**src/rtl/ahbl_arb2m1s_pkg.sv**
```systemverilog
// Shared AHB-Lite encodings and the buffered address-phase record used by the 2:1 arbiter.
package ahbl_arb2m1s_pkg;

  localparam logic [1:0] HtransIdle   = 2'b00;
  localparam logic [1:0] HtransBusy   = 2'b01;
  localparam logic [1:0] HtransNonseq = 2'b10;
  localparam logic [1:0] HtransSeq    = 2'b11;

  localparam logic [2:0] HsizeByte  = 3'b000;
  localparam logic [2:0] HsizeHalf  = 3'b001;
  localparam logic [2:0] HsizeWord  = 3'b010;
  localparam logic [2:0] HsizeDword = 3'b011;

  typedef struct packed {
    logic [31:0] addr;
    logic        write;
    logic [2:0]  size;
  } ahbl_addr_t;

  // Picks the winning master id from a 2-bit request vector. On contention, round-robin
  // favours the master that did not win last; fixed priority always favours M0.
  function automatic logic arb_pick(logic [1:0] req, logic last_gnt, bit rr);
    return (req == 2'b11) ? (rr & ~last_gnt) : req[1];
  endfunction

endpackage

```
**src/rtl/ahbl_arb2m1s_if.sv**
```systemverilog
// AHB-Lite single-port bundle. The master modport drives the address/data phase,
// the slave modport returns ready and read data.
interface ahbl_arb2m1s_if #(
  parameter int unsigned DW = 64
);
  logic [31:0]   haddr;
  logic [1:0]    htrans;
  logic          hwrite;
  logic [2:0]    hsize;
  logic [DW-1:0] hwdata;
  logic          hready;
  logic [DW-1:0] hrdata;

  modport master (
    output haddr, htrans, hwrite, hsize, hwdata,
    input  hready, hrdata
  );

  modport slave (
    input  haddr, htrans, hwrite, hsize, hwdata,
    output hready, hrdata
  );
endinterface

```
**src/rtl/ahbl_arb2m1s_req_hold.sv**
```systemverilog
// Holds one master's address phase that could not be forwarded, until it is issued.
module ahbl_arb2m1s_req_hold
  import ahbl_arb2m1s_pkg::*;
(
  input  logic       clk_i,
  input  logic       rst_ni,
  input  logic       load_i,
  input  logic       clr_i,
  input  ahbl_addr_t addr_i,
  output logic       valid_o,
  output ahbl_addr_t addr_o
);

  logic       valid_q, valid_d;
  ahbl_addr_t addr_q, addr_d;

  // Load a new request or retire the held one once the slave has taken it.
  always_comb begin
    valid_d = valid_q;
    addr_d  = addr_q;
    if (load_i) begin
      valid_d = 1'b1;
      addr_d  = addr_i;
    end else if (clr_i) begin
      valid_d = 1'b0;
    end
  end

  // Pending-request state.
  always_ff @(posedge clk_i or negedge rst_ni) begin
    if (!rst_ni) begin
      valid_q <= 1'b0;
      addr_q  <= '0;
    end else begin
      valid_q <= valid_d;
      addr_q  <= addr_d;
    end
  end

  assign valid_o = valid_q;
  assign addr_o  = addr_q;

endmodule

```
**src/rtl/ahbl_arb2m1s.sv**
```systemverilog
// Two-master to one-slave AHB-Lite arbiter. Requests that cannot go straight to the slave are
// buffered per master and replayed; the owning master is stalled through its hready.
module ahbl_arb2m1s
  import ahbl_arb2m1s_pkg::*;
#(
  parameter int unsigned DW    = 64,
  parameter bit          ArbRr = 1'b1
) (
  input  logic          clk_i,
  input  logic          rst_ni,
  ahbl_arb2m1s_if.slave  m0_io,
  ahbl_arb2m1s_if.slave  m1_io,
  ahbl_arb2m1s_if.master s_io
);

  logic [1:0] live, pend_vld, req, load, clr;
  ahbl_addr_t live_a0, live_a1, pend_a0, pend_a1, src;
  logic       gnt_vld, gnt_id, issue;
  logic       hready_m0, hready_m1;
  logic       dp_valid_q, dp_valid_d, dp_id_q, dp_id_d;
  logic       last_gnt_q, last_gnt_d, ap_lock_q, ap_lock_d, ap_id_q, ap_id_d;

  assign live_a0 = '{addr: m0_io.haddr, write: m0_io.hwrite, size: m0_io.hsize};
  assign live_a1 = '{addr: m1_io.haddr, write: m1_io.hwrite, size: m1_io.hsize};

  // SEQ is accepted like NONSEQ; bursts leave the arbiter as singles.
  assign live[0] = ((m0_io.htrans == HtransNonseq) || (m0_io.htrans == HtransSeq)) & hready_m0;
  assign live[1] = ((m1_io.htrans == HtransNonseq) || (m1_io.htrans == HtransSeq)) & hready_m1;
  assign req     = pend_vld | live;

  ahbl_arb2m1s_req_hold u_hold_m0 (
    .clk_i   (clk_i),
    .rst_ni  (rst_ni),
    .load_i  (load[0]),
    .clr_i   (clr[0]),
    .addr_i  (live_a0),
    .valid_o (pend_vld[0]),
    .addr_o  (pend_a0)
  );

  ahbl_arb2m1s_req_hold u_hold_m1 (
    .clk_i   (clk_i),
    .rst_ni  (rst_ni),
    .load_i  (load[1]),
    .clr_i   (clr[1]),
    .addr_i  (live_a1),
    .valid_o (pend_vld[1]),
    .addr_o  (pend_a1)
  );

  // Grant: live or pending when the slave is ready; while stalled only pending requests may
  // be shown, and the first one shown stays locked so the address never moves mid-stall.
  always_comb begin
    gnt_vld = 1'b0;
    gnt_id  = 1'b0;
    if (s_io.hready) begin
      gnt_vld = |req;
      gnt_id  = arb_pick(req, last_gnt_q, ArbRr);
    end else if (ap_lock_q) begin
      gnt_vld = 1'b1;
      gnt_id  = ap_id_q;
    end else begin
      gnt_vld = |pend_vld;
      gnt_id  = arb_pick(pend_vld, last_gnt_q, ArbRr);
    end
  end

  // Source select: a buffered request always takes precedence over the master's live pins.
  always_comb begin
    if (gnt_id) begin
      src = pend_vld[1] ? pend_a1 : live_a1;
    end else begin
      src = pend_vld[0] ? pend_a0 : live_a0;
    end
  end

  assign issue   = gnt_vld & s_io.hready;
  assign load[0] = live[0] & ~(issue & ~gnt_id);
  assign load[1] = live[1] & ~(issue & gnt_id);
  assign clr[0]  = pend_vld[0] & issue & ~gnt_id;
  assign clr[1]  = pend_vld[1] & issue & gnt_id;

  // Data-phase ownership, arbitration history and stall lock.
  always_comb begin
    dp_valid_d = dp_valid_q;
    dp_id_d    = dp_id_q;
    last_gnt_d = last_gnt_q;
    ap_lock_d  = ap_lock_q;
    ap_id_d    = ap_id_q;
    if (s_io.hready) begin
      dp_valid_d = gnt_vld;
      dp_id_d    = gnt_id;
      ap_lock_d  = 1'b0;
      if (gnt_vld) begin
        last_gnt_d = gnt_id;
      end
    end else begin
      ap_lock_d = gnt_vld;
      ap_id_d   = gnt_id;
    end
  end

  // Arbiter state registers; last_gnt resets to M1 so M0 wins the first contention.
  always_ff @(posedge clk_i or negedge rst_ni) begin
    if (!rst_ni) begin
      dp_valid_q <= 1'b0;
      dp_id_q    <= 1'b0;
      last_gnt_q <= 1'b1;
      ap_lock_q  <= 1'b0;
      ap_id_q    <= 1'b0;
    end else begin
      dp_valid_q <= dp_valid_d;
      dp_id_q    <= dp_id_d;
      last_gnt_q <= last_gnt_d;
      ap_lock_q  <= ap_lock_d;
      ap_id_q    <= ap_id_d;
    end
  end

  // Per-master ready: follow the slave during own data phase, stall while buffered.
  always_comb begin
    hready_m0 = 1'b1;
    hready_m1 = 1'b1;
    if (dp_valid_q && !dp_id_q) begin
      hready_m0 = s_io.hready;
    end else if (pend_vld[0]) begin
      hready_m0 = 1'b0;
    end
    if (dp_valid_q && dp_id_q) begin
      hready_m1 = s_io.hready;
    end else if (pend_vld[1]) begin
      hready_m1 = 1'b0;
    end
  end

  assign m0_io.hready = hready_m0;
  assign m1_io.hready = hready_m1;
  assign m0_io.hrdata = s_io.hrdata;
  assign m1_io.hrdata = s_io.hrdata;

  assign s_io.htrans = gnt_vld ? HtransNonseq : HtransIdle;
  assign s_io.haddr  = gnt_vld ? src.addr : 32'h0;
  assign s_io.hwrite = gnt_vld ? src.write : 1'b0;
  assign s_io.hsize  = gnt_vld ? src.size : 3'b000;
  assign s_io.hwdata = !dp_valid_q ? '0 : (dp_id_q ? m1_io.hwdata : m0_io.hwdata);

endmodule
```
**src/flat_wrapper.sv**
```systemverilog
// flat-port wrapper written by rule: the top's interface ports become plain ports
module ahbl_arb2m1s_flat import ahbl_arb2m1s_pkg::*;
#(
  parameter int unsigned DW    = 64,
  parameter bit          ArbRr = 1'b1
)
  (clk_i, rst_ni, m0_io_haddr, m0_io_htrans, m0_io_hwrite, m0_io_hsize, m0_io_hwdata, m0_io_hready, m0_io_hrdata, m1_io_haddr, m1_io_htrans, m1_io_hwrite, m1_io_hsize, m1_io_hwdata, m1_io_hready, m1_io_hrdata, s_io_haddr, s_io_htrans, s_io_hwrite, s_io_hsize, s_io_hwdata, s_io_hready, s_io_hrdata);
  ahbl_arb2m1s_if #(.DW(DW)) m0_io_i ();
  ahbl_arb2m1s_if #(.DW(DW)) m1_io_i ();
  ahbl_arb2m1s_if #(.DW(DW)) s_io_i ();
  input  logic clk_i;
  input  logic rst_ni;
  input wire logic [$bits(m0_io_i.haddr)-1:0] m0_io_haddr;
  input wire logic [$bits(m0_io_i.htrans)-1:0] m0_io_htrans;
  input wire logic [$bits(m0_io_i.hwrite)-1:0] m0_io_hwrite;
  input wire logic [$bits(m0_io_i.hsize)-1:0] m0_io_hsize;
  input wire logic [$bits(m0_io_i.hwdata)-1:0] m0_io_hwdata;
  output wire logic [$bits(m0_io_i.hready)-1:0] m0_io_hready;
  output wire logic [$bits(m0_io_i.hrdata)-1:0] m0_io_hrdata;
  input wire logic [$bits(m1_io_i.haddr)-1:0] m1_io_haddr;
  input wire logic [$bits(m1_io_i.htrans)-1:0] m1_io_htrans;
  input wire logic [$bits(m1_io_i.hwrite)-1:0] m1_io_hwrite;
  input wire logic [$bits(m1_io_i.hsize)-1:0] m1_io_hsize;
  input wire logic [$bits(m1_io_i.hwdata)-1:0] m1_io_hwdata;
  output wire logic [$bits(m1_io_i.hready)-1:0] m1_io_hready;
  output wire logic [$bits(m1_io_i.hrdata)-1:0] m1_io_hrdata;
  output wire logic [$bits(s_io_i.haddr)-1:0] s_io_haddr;
  output wire logic [$bits(s_io_i.htrans)-1:0] s_io_htrans;
  output wire logic [$bits(s_io_i.hwrite)-1:0] s_io_hwrite;
  output wire logic [$bits(s_io_i.hsize)-1:0] s_io_hsize;
  output wire logic [$bits(s_io_i.hwdata)-1:0] s_io_hwdata;
  input wire logic [$bits(s_io_i.hready)-1:0] s_io_hready;
  input wire logic [$bits(s_io_i.hrdata)-1:0] s_io_hrdata;
  assign m0_io_i.haddr = m0_io_haddr;
  assign m0_io_i.htrans = m0_io_htrans;
  assign m0_io_i.hwrite = m0_io_hwrite;
  assign m0_io_i.hsize = m0_io_hsize;
  assign m0_io_i.hwdata = m0_io_hwdata;
  assign m0_io_hready = m0_io_i.hready;
  assign m0_io_hrdata = m0_io_i.hrdata;
  assign m1_io_i.haddr = m1_io_haddr;
  assign m1_io_i.htrans = m1_io_htrans;
  assign m1_io_i.hwrite = m1_io_hwrite;
  assign m1_io_i.hsize = m1_io_hsize;
  assign m1_io_i.hwdata = m1_io_hwdata;
  assign m1_io_hready = m1_io_i.hready;
  assign m1_io_hrdata = m1_io_i.hrdata;
  assign s_io_haddr = s_io_i.haddr;
  assign s_io_htrans = s_io_i.htrans;
  assign s_io_hwrite = s_io_i.hwrite;
  assign s_io_hsize = s_io_i.hsize;
  assign s_io_hwdata = s_io_i.hwdata;
  assign s_io_i.hready = s_io_hready;
  assign s_io_i.hrdata = s_io_hrdata;
  ahbl_arb2m1s #(.DW(DW), .ArbRr(ArbRr)) u_core (.clk_i(clk_i), .rst_ni(rst_ni), .m0_io(m0_io_i), .m1_io(m1_io_i), .s_io(s_io_i));
endmodule
```
**config.mk**
```make
export PLATFORM = sky130hd
export DESIGN_NAME = ahbl_arb2m1s_flat
export DESIGN_NICKNAME = d
export VERILOG_FILES = /design/src/rtl/ahbl_arb2m1s_pkg.sv /design/src/rtl/ahbl_arb2m1s_if.sv /design/src/rtl/ahbl_arb2m1s_req_hold.sv /design/src/rtl/ahbl_arb2m1s.sv /design/src/flat_wrapper.sv
export SDC_FILE = /design/constraint.sdc
export NUM_CORES = 1
export LEC_CHECK = 0
export BUFFER_PORTS_ARGS = -buffer_cell sky130_fd_sc_hd__buf_2
export CORE_AREA = 3 3 192 194
export DETAILED_ROUTE_END_ITERATION = 7
export DIE_AREA = 0 0 195 197
export GPL_ROUTABILITY_DRIVEN = 0
export PLACE_DENSITY = 0.47
export SYNTH_ARGS = -nofsm -noshare
export SYNTH_HDL_FRONTEND = slang
export SYNTH_HIERARCHICAL = 1
export SYNTH_SLANG_ARGS = --single-unit
```
**constraint.sdc**
```tcl
create_clock -name clk_i -period 5.6 [get_ports clk_i]
set_input_delay 0.56 -clock clk_i [delete_from_list [all_inputs] [get_ports clk_i]]
set_output_delay 0.56 -clock clk_i [all_outputs]
set_load 0.01 [all_outputs]
```
# After elaboration in Yosys (flattened, before gate mapping)
# Index checks and enable logic that the tools add are counted.
# Widths: inputs -> output; s select.
[classes] div_mod_pow=0 bitwise=16 reduce_logical=10 mux=24 n_addsub=0 order_cmp=0 n_shift=0 n_eq_ne=6 multipliers=0
[op_table] operator="$mux 64" n=2
[op_table] operator="$mux 36" n=3
[op_table] operator="$mux 32" n=1
[op_table] operator="$mux 1" n=16
[op_table] operator="$eq 2x2->1 const B" n=6
[op_table] operator="$and 1x1->1" n=11
[op_table] operator="$not 1->1" n=4
[op_table] operator="$reduce_bool 2->1" n=2
[op_table] operator="$reduce_or 2->1" n=2
[op_table] operator="$mux 3" n=1
[op_table] operator="$logic_and 1x1->1" n=2
[op_table] operator="$logic_or 1x1->1" n=2
[op_table] operator="$mux 2" n=1
[op_table] operator="$or 2x2->2" n=1
[op_table] operator="$reduce_and 2->1" n=1
[op_table] operator="$logic_not 1->1" n=1
[totals] reg_bits=79 ramBits=0 romBits=0 mem_count=0 elab_cells=69 latchBits=0

# Depth between registers and ports, before layout
[depth] word_depth=13 ltp_mapped=9 mapped_depth_nobuf=5

# Modules after synthesis
# The synthesis kept the hierarchy.
[by_module_without_submodules] module="ahbl_arb2m1s" n_inst=1 area_per_inst_um2=3880.0 seq_area_each_um2=126.4 cells_per_inst=484
[by_module_without_submodules] module="ahbl_arb2m1s_req_hold" n_inst=2 area_per_inst_um2=1522.7 seq_area_each_um2=925.9 cells_per_inst=79

# Least setup slack after synthesis
# No wires, ideal clock.
[synth_path] path_kind="input to output" start="input s_io_hready" end="output s_io_haddr[10]" path_slack_ns=3.324 cell_stages=7 arrival_time_ns=1.716 cell_sequence="buf_2 a21oi_1 o21ai_4 and2_1 buf_6 buf_6 o211a_1"
[synth_via] elab_chain_len=8 elab_cells_between_ends=12 cone_classes="eq/ne: 1; mux: 7; bitwise: 3; reduce/logical: 1"
[synth_rtl] item="from (decl)" line_no="flat_wrapper.sv:32" rtl="input wire logic [$bits(s_io_i.hready)-1:0] s_io_hready;"
[synth_rtl] item="$mux 1 (on tied branches)" line_no="ahbl_arb2m1s.sv:124, ahbl_arb2m1s.sv:129"
[synth_rtl] item="$and 1x1->1 (on tied branches)" line_no="ahbl_arb2m1s.sv:27, ahbl_arb2m1s.sv:28"
[synth_rtl] item="$or 2x2->2" line_no="ahbl_arb2m1s.sv:29" rtl="assign req = pend_vld | live;"
[synth_rtl] item="$eq 2x2->1" line_no="ahbl_arb2m1s_pkg.sv:23" rtl="return (req == 2'b11) ? (rr & ~last_gnt) : req[1];"
[synth_rtl] item="$mux 1" line_no="ahbl_arb2m1s_pkg.sv:23"
[synth_rtl] item="$mux 1" line_no="ahbl_arb2m1s.sv:56" rtl="if (s_io.hready) begin"
[synth_rtl] item="$mux 36" line_no="ahbl_arb2m1s.sv:70" rtl="if (gnt_id) begin"
[synth_rtl] item="$mux 32 *" line_no="ahbl_arb2m1s.sv:142" rtl="assign s_io.haddr = gnt_vld ? src.addr : 32'h0;"
[synth_rtl] item="to (decl)" line_no="flat_wrapper.sv:27" rtl="output wire logic [$bits(s_io_i.haddr)-1:0] s_io_haddr;"
# Mark *: on every way between the ends. The rest lies on a longest branch, timed or not.

# Worst setup path in the final report
[layout_path] start="register u_core.u_hold_m1.valid_q (netlist: u_core/u_hold_m1/valid_o)" end="output s_io_haddr[1]"
[layout_via] elab_chain_len=9 elab_cells_between_ends=17 cone_classes="eq/ne: 2; mux: 11; bitwise: 2; reduce/logical: 2"
[layout_rtl] item="from (decl)" line_no="ahbl_arb2m1s_req_hold.sv:14" rtl="logic valid_q, valid_d;"
[layout_rtl] item="from (signal assigned)" line_no="ahbl_arb2m1s_req_hold.sv:35" rtl="valid_q <= valid_d;"
[layout_rtl] item="$mux 1" line_no="ahbl_arb2m1s.sv:131" rtl="end else if (pend_vld[1]) begin"
[layout_rtl] item="$mux 1" line_no="ahbl_arb2m1s.sv:129" rtl="if (dp_valid_q && dp_id_q) begin"
[layout_rtl] item="$and 1x1->1" line_no="ahbl_arb2m1s.sv:28" rtl="assign live[1] = ((m1_io.htrans == HtransNonseq) || (m1_io.htrans == HtransSeq)) & hready_m1;"
[layout_rtl] item="$or 2x2->2" line_no="ahbl_arb2m1s.sv:29"
[layout_rtl] item="$eq 2x2->1" line_no="ahbl_arb2m1s_pkg.sv:23"
[layout_rtl] item="$mux 1" line_no="ahbl_arb2m1s_pkg.sv:23"
[layout_rtl] item="$mux 1" line_no="ahbl_arb2m1s.sv:56"
[layout_rtl] item="$mux 36" line_no="ahbl_arb2m1s.sv:70"
[layout_rtl] item="$mux 32 *" line_no="ahbl_arb2m1s.sv:142"
# Marked as above.

==> flow_summary.json <==
{
  "status": "finished, final reports clean",
  "hold_viol": 0,
  "dr.pass1.iters": 4,
  "max_stage_delay_ns": 0.84,
  "finalClockSkew_ns": 0.00713,
  "dp_hpwl_um": 21000,
  "vias_per_cell": 4.12,
  "grt_max_degree": 58,
  "vdd_drop_max_mv": 0.232,
  "antenna_found_initial": 5,
  "htreeDepth": 3,
  "drcViolationCount": 0,
  "cts_tree": "built",
  "diodes": 0,
  "start_util_pct": 19.6,
  "max_freq_ghz": 0.261,
  "start_kind": "flop",
  "clk_path_buf_depth": 2,
  "fin_nets": 1062,
  "hold_buffers": 0,
  "period_minus_slack_ns": 3.83,
  "leakage_nw": 4.09,
  "io_pins": 503,
  "pre_cts_ws_ns": 2.04,
  "setup-tns-final_ns": 0,
  "yosysUniqueCellTypes": 34,
  "avgSynthCellArea_um2": 10.8,
  "dieArea_um2": 38400,
  "post_cts_resized": 0,
  "required_ns": 5.04,
  "core-area_um2": 35400,
  "cts_buffers": 9,
  "critical_path_class": "reg -> out",
  "grtUsageTotal_pct": 13.2,
  "crit_fanout": 37,
  "path_clk_slew_ns": 0.07,
  "vias": 5179,
  "grt_pass1_wl_um": 37500,
  "total_power_mw": 4.36,
  "rows": 69,
  "clock_sinks": 79,
  "utilization_pct": 22.9,
  "drive_gt1_share_pct": 56.8,
  "syn_nets": 913,
  "dieHeight_um": 197,
  "min_period_over_period_pct": 68.4,
  "gr-total-overflow": 0,
  "synth_seq_cells": 79,
  "grt_setup_unrepaired": "false",
  "syn_inst": 642,
  "crit_slowest_cell": "dfrtp_2",
  "numPortBuffers": 307,
  "syn_area_um2": 6930,
  "crit_chain": "nor2_1 > o21ai_4 > buf_4 > and2_2 > o211a_1 > buf_2",
  "routed_wl_um": 27000,
  "cellPowerDensity_nw_per_um2": 538,
  "cts-root-buf": "clkbuf_16",
  "wl_per_cell_um": 21.5,
  "slew_headroom_pct": 38.3,
  "worst_setup_path_end_kind": "primary output",
  "ys_seq_area_share_pct": 28.6,
  "drt_iter0_drc": 111,
  "maxCapViolCount": 0,
  "hold_slack_ns": 0.110,
  "postRouteAntennaNets": 0,
  "cts_setup_buffers": 0,
  "fin_ws_ns": 1.77,
  "holdCritPathClass": "in -> async",
  "slew_violations": 0,
  "ys_warn_count": 6,
  "worstSkewPairLatency_ns": 0.34,
  "first_global_vias": 5393,
  "setup_violations": 0,
  "fp.dieW_um": 195,
  "synthToLayoutAreaGrowth_pct": 17.1,
  "crit_arrival_ns": 3.27,
  "worst_pin_slew_ns": 0.925
}
## power by group
| group | leakage, nW | internal, mW | total, mW | switching, mW |
|---|---|---|---|---|
| Clock | 0.152 | 0.390 | 0.644 | 0.253 |
| Sequential | 0.924 | 0.865 | 1.12 | 0.254 |
| Combinational | 3.02 | 1.36 | 2.60 | 1.23 |
## state kept, by name (all words and copies together), names as in the netlist
register,cells
u_core/u_hold_m1/addr_o,36
u_core/ap_lock_q,1
u_core/u_hold_m0/valid_o,1
u_core/u_hold_m0/addr_o,36
u_core/ap_id_q,1
u_core/last_gnt_q,1
u_core/u_hold_m1/valid_o,1
u_core/dp_valid_q,1
u_core/dp_id_q,1
## worst max-delay path: cells and delay by family, from the launching register on
| family | cells | cell delay (ns) |
|---|---|---|
| simple gates | 2 | 1.03 |
| flops | 1 | 0.84 |
| buf+inv | 2 | 0.56 |
| compound gates | 2 | 0.46 |
## final timing paths
| path | startpoint | end | slack (ns) | cells past startpoint |
|---|---|---|---|---|
| worst min register to register | u_core/ap_id_q$_DFFE_PN0N_ | u_core/ap_id_q$_DFFE_PN0N_ | 0.49 | 2 |
| worst min-delay path | rst_ni | u_core/u_hold_m1/addr_o[26]$_DFFE_PN0P_ | 0.11 | 1 |
| max in group asynchronous | rst_ni | u_core/dp_id_q$_DFFE_PN0P_ | 4.33 | 2 |
| worst max register to register | u_core/u_hold_m1/valid_o$_DFFE_PN0P_ | u_core/u_hold_m0/addr_o[3]$_DFFE_PN0P_ | 2.74 | 5 |
| min in group clk_i | m0_io_haddr[23] | u_core/u_hold_m0/addr_o[27]$_DFFE_PN0P_ | 0.45 | 2 |
| worst max-delay path | u_core/u_hold_m1/valid_o$_DFFE_PN0P_ | s_io_haddr[1] | 1.77 | 6 |
## Yosys cell counts (all sizes together)
| cell | count | area, um2 |
|---|---|---|
| a22oi | 1 | 7.51 |
| conb | 1 | 3.75 |
| and3 | 3 | 18.8 |
| mux2 | 108 | 1430 |
| nor3 | 1 | 5.00 |
| nand2b | 1 | 6.26 |
| a21bo | 1 | 10.0 |
| nand3 | 36 | 180 |
| a21oi | 4 | 20.0 |
| clkbuf | 18 | 67.6 |
| nand2 | 2 | 7.51 |
| o31ai | 1 | 7.51 |
| a31oi | 1 | 6.26 |
| and2 | 1 | 6.26 |
| nor2 | 9 | 33.8 |
| inv | 5 | 18.8 |
| o21ai | 6 | 52.5 |
| buf | 160 | 1260 |
| dfrtp | 78 | 1950 |
| dfstp | 1 | 26.3 |
| o21a | 1 | 15.0 |
| mux2i | 100 | 1000 |
| a31o | 1 | 8.76 |
| nor2b | 64 | 400 |
| o211a | 36 | 360 |
| a21o | 2 | 15.0 |
## per-layer routing
layer | share of wire (%) | up-vias | global-route usage (%)
met3 | 10 | 25 | 5.74
met1 | 42 | 2421 | 16.3
met5 | 0.15 | - | 0
met2 | 47 | 328 | 21.7
li1 | - | 2399 | -
met4 | 1.1 | 6 | 2.40
## kinds of logic after synthesis
| group | count (synthesis) | share of synthesized area [%] |
|---|---|---|
| muxes | 208 | 35.2 |
| AOI/OAI and AO/OA | 54 | 7.26 |
| and+or+nand+nor | 117 | 9.50 |
| other | 1 | 0.0541 |
| DFF | 79 | 28.6 |
| buffers and inverters | 183 | 19.5 |
## through the flow
| stage | cells | instance area, um2 |
|---|---|---|
| after global routing | 1257 | 8110 |
| after detailed placement | 1241 | 7790 |
| after floorplan | 642 | 6930 |
| after global placement | 1241 | 7790 |
| after CTS | 1257 | 8110 |
| final | 1257 | 8110 |
## placed cells by master, fill, tap and decap left out, types with 3 or more instances in the layout
cell type	n
nand3_1	36
dfrtp_1	74
buf_2	306
clkbuf_16	9
inv_1	4
o21ai_1	3
buf_4	10
nor2b_1	64
a21oi_1	4
o211a_1	36
dfrtp_2	3
mux2_4	58
nor2_1	9
mux2_2	50
mux2i_1	100
## final cells by class
cell class | instances | area (um2)
Timing Repair Buffer | 316 | 1610
Tap cell | 461 | 577
Inverter | 5 | 18.8
Clock inverter | 6 | 86.3
Clock buffer | 10 | 229
Sequential cell | 79 | 1990
Fill cell | 3869 | 27300
Multi-Input combinational cell | 380 | 3610
Note: power is estimated with default switching activity, not from simulation.
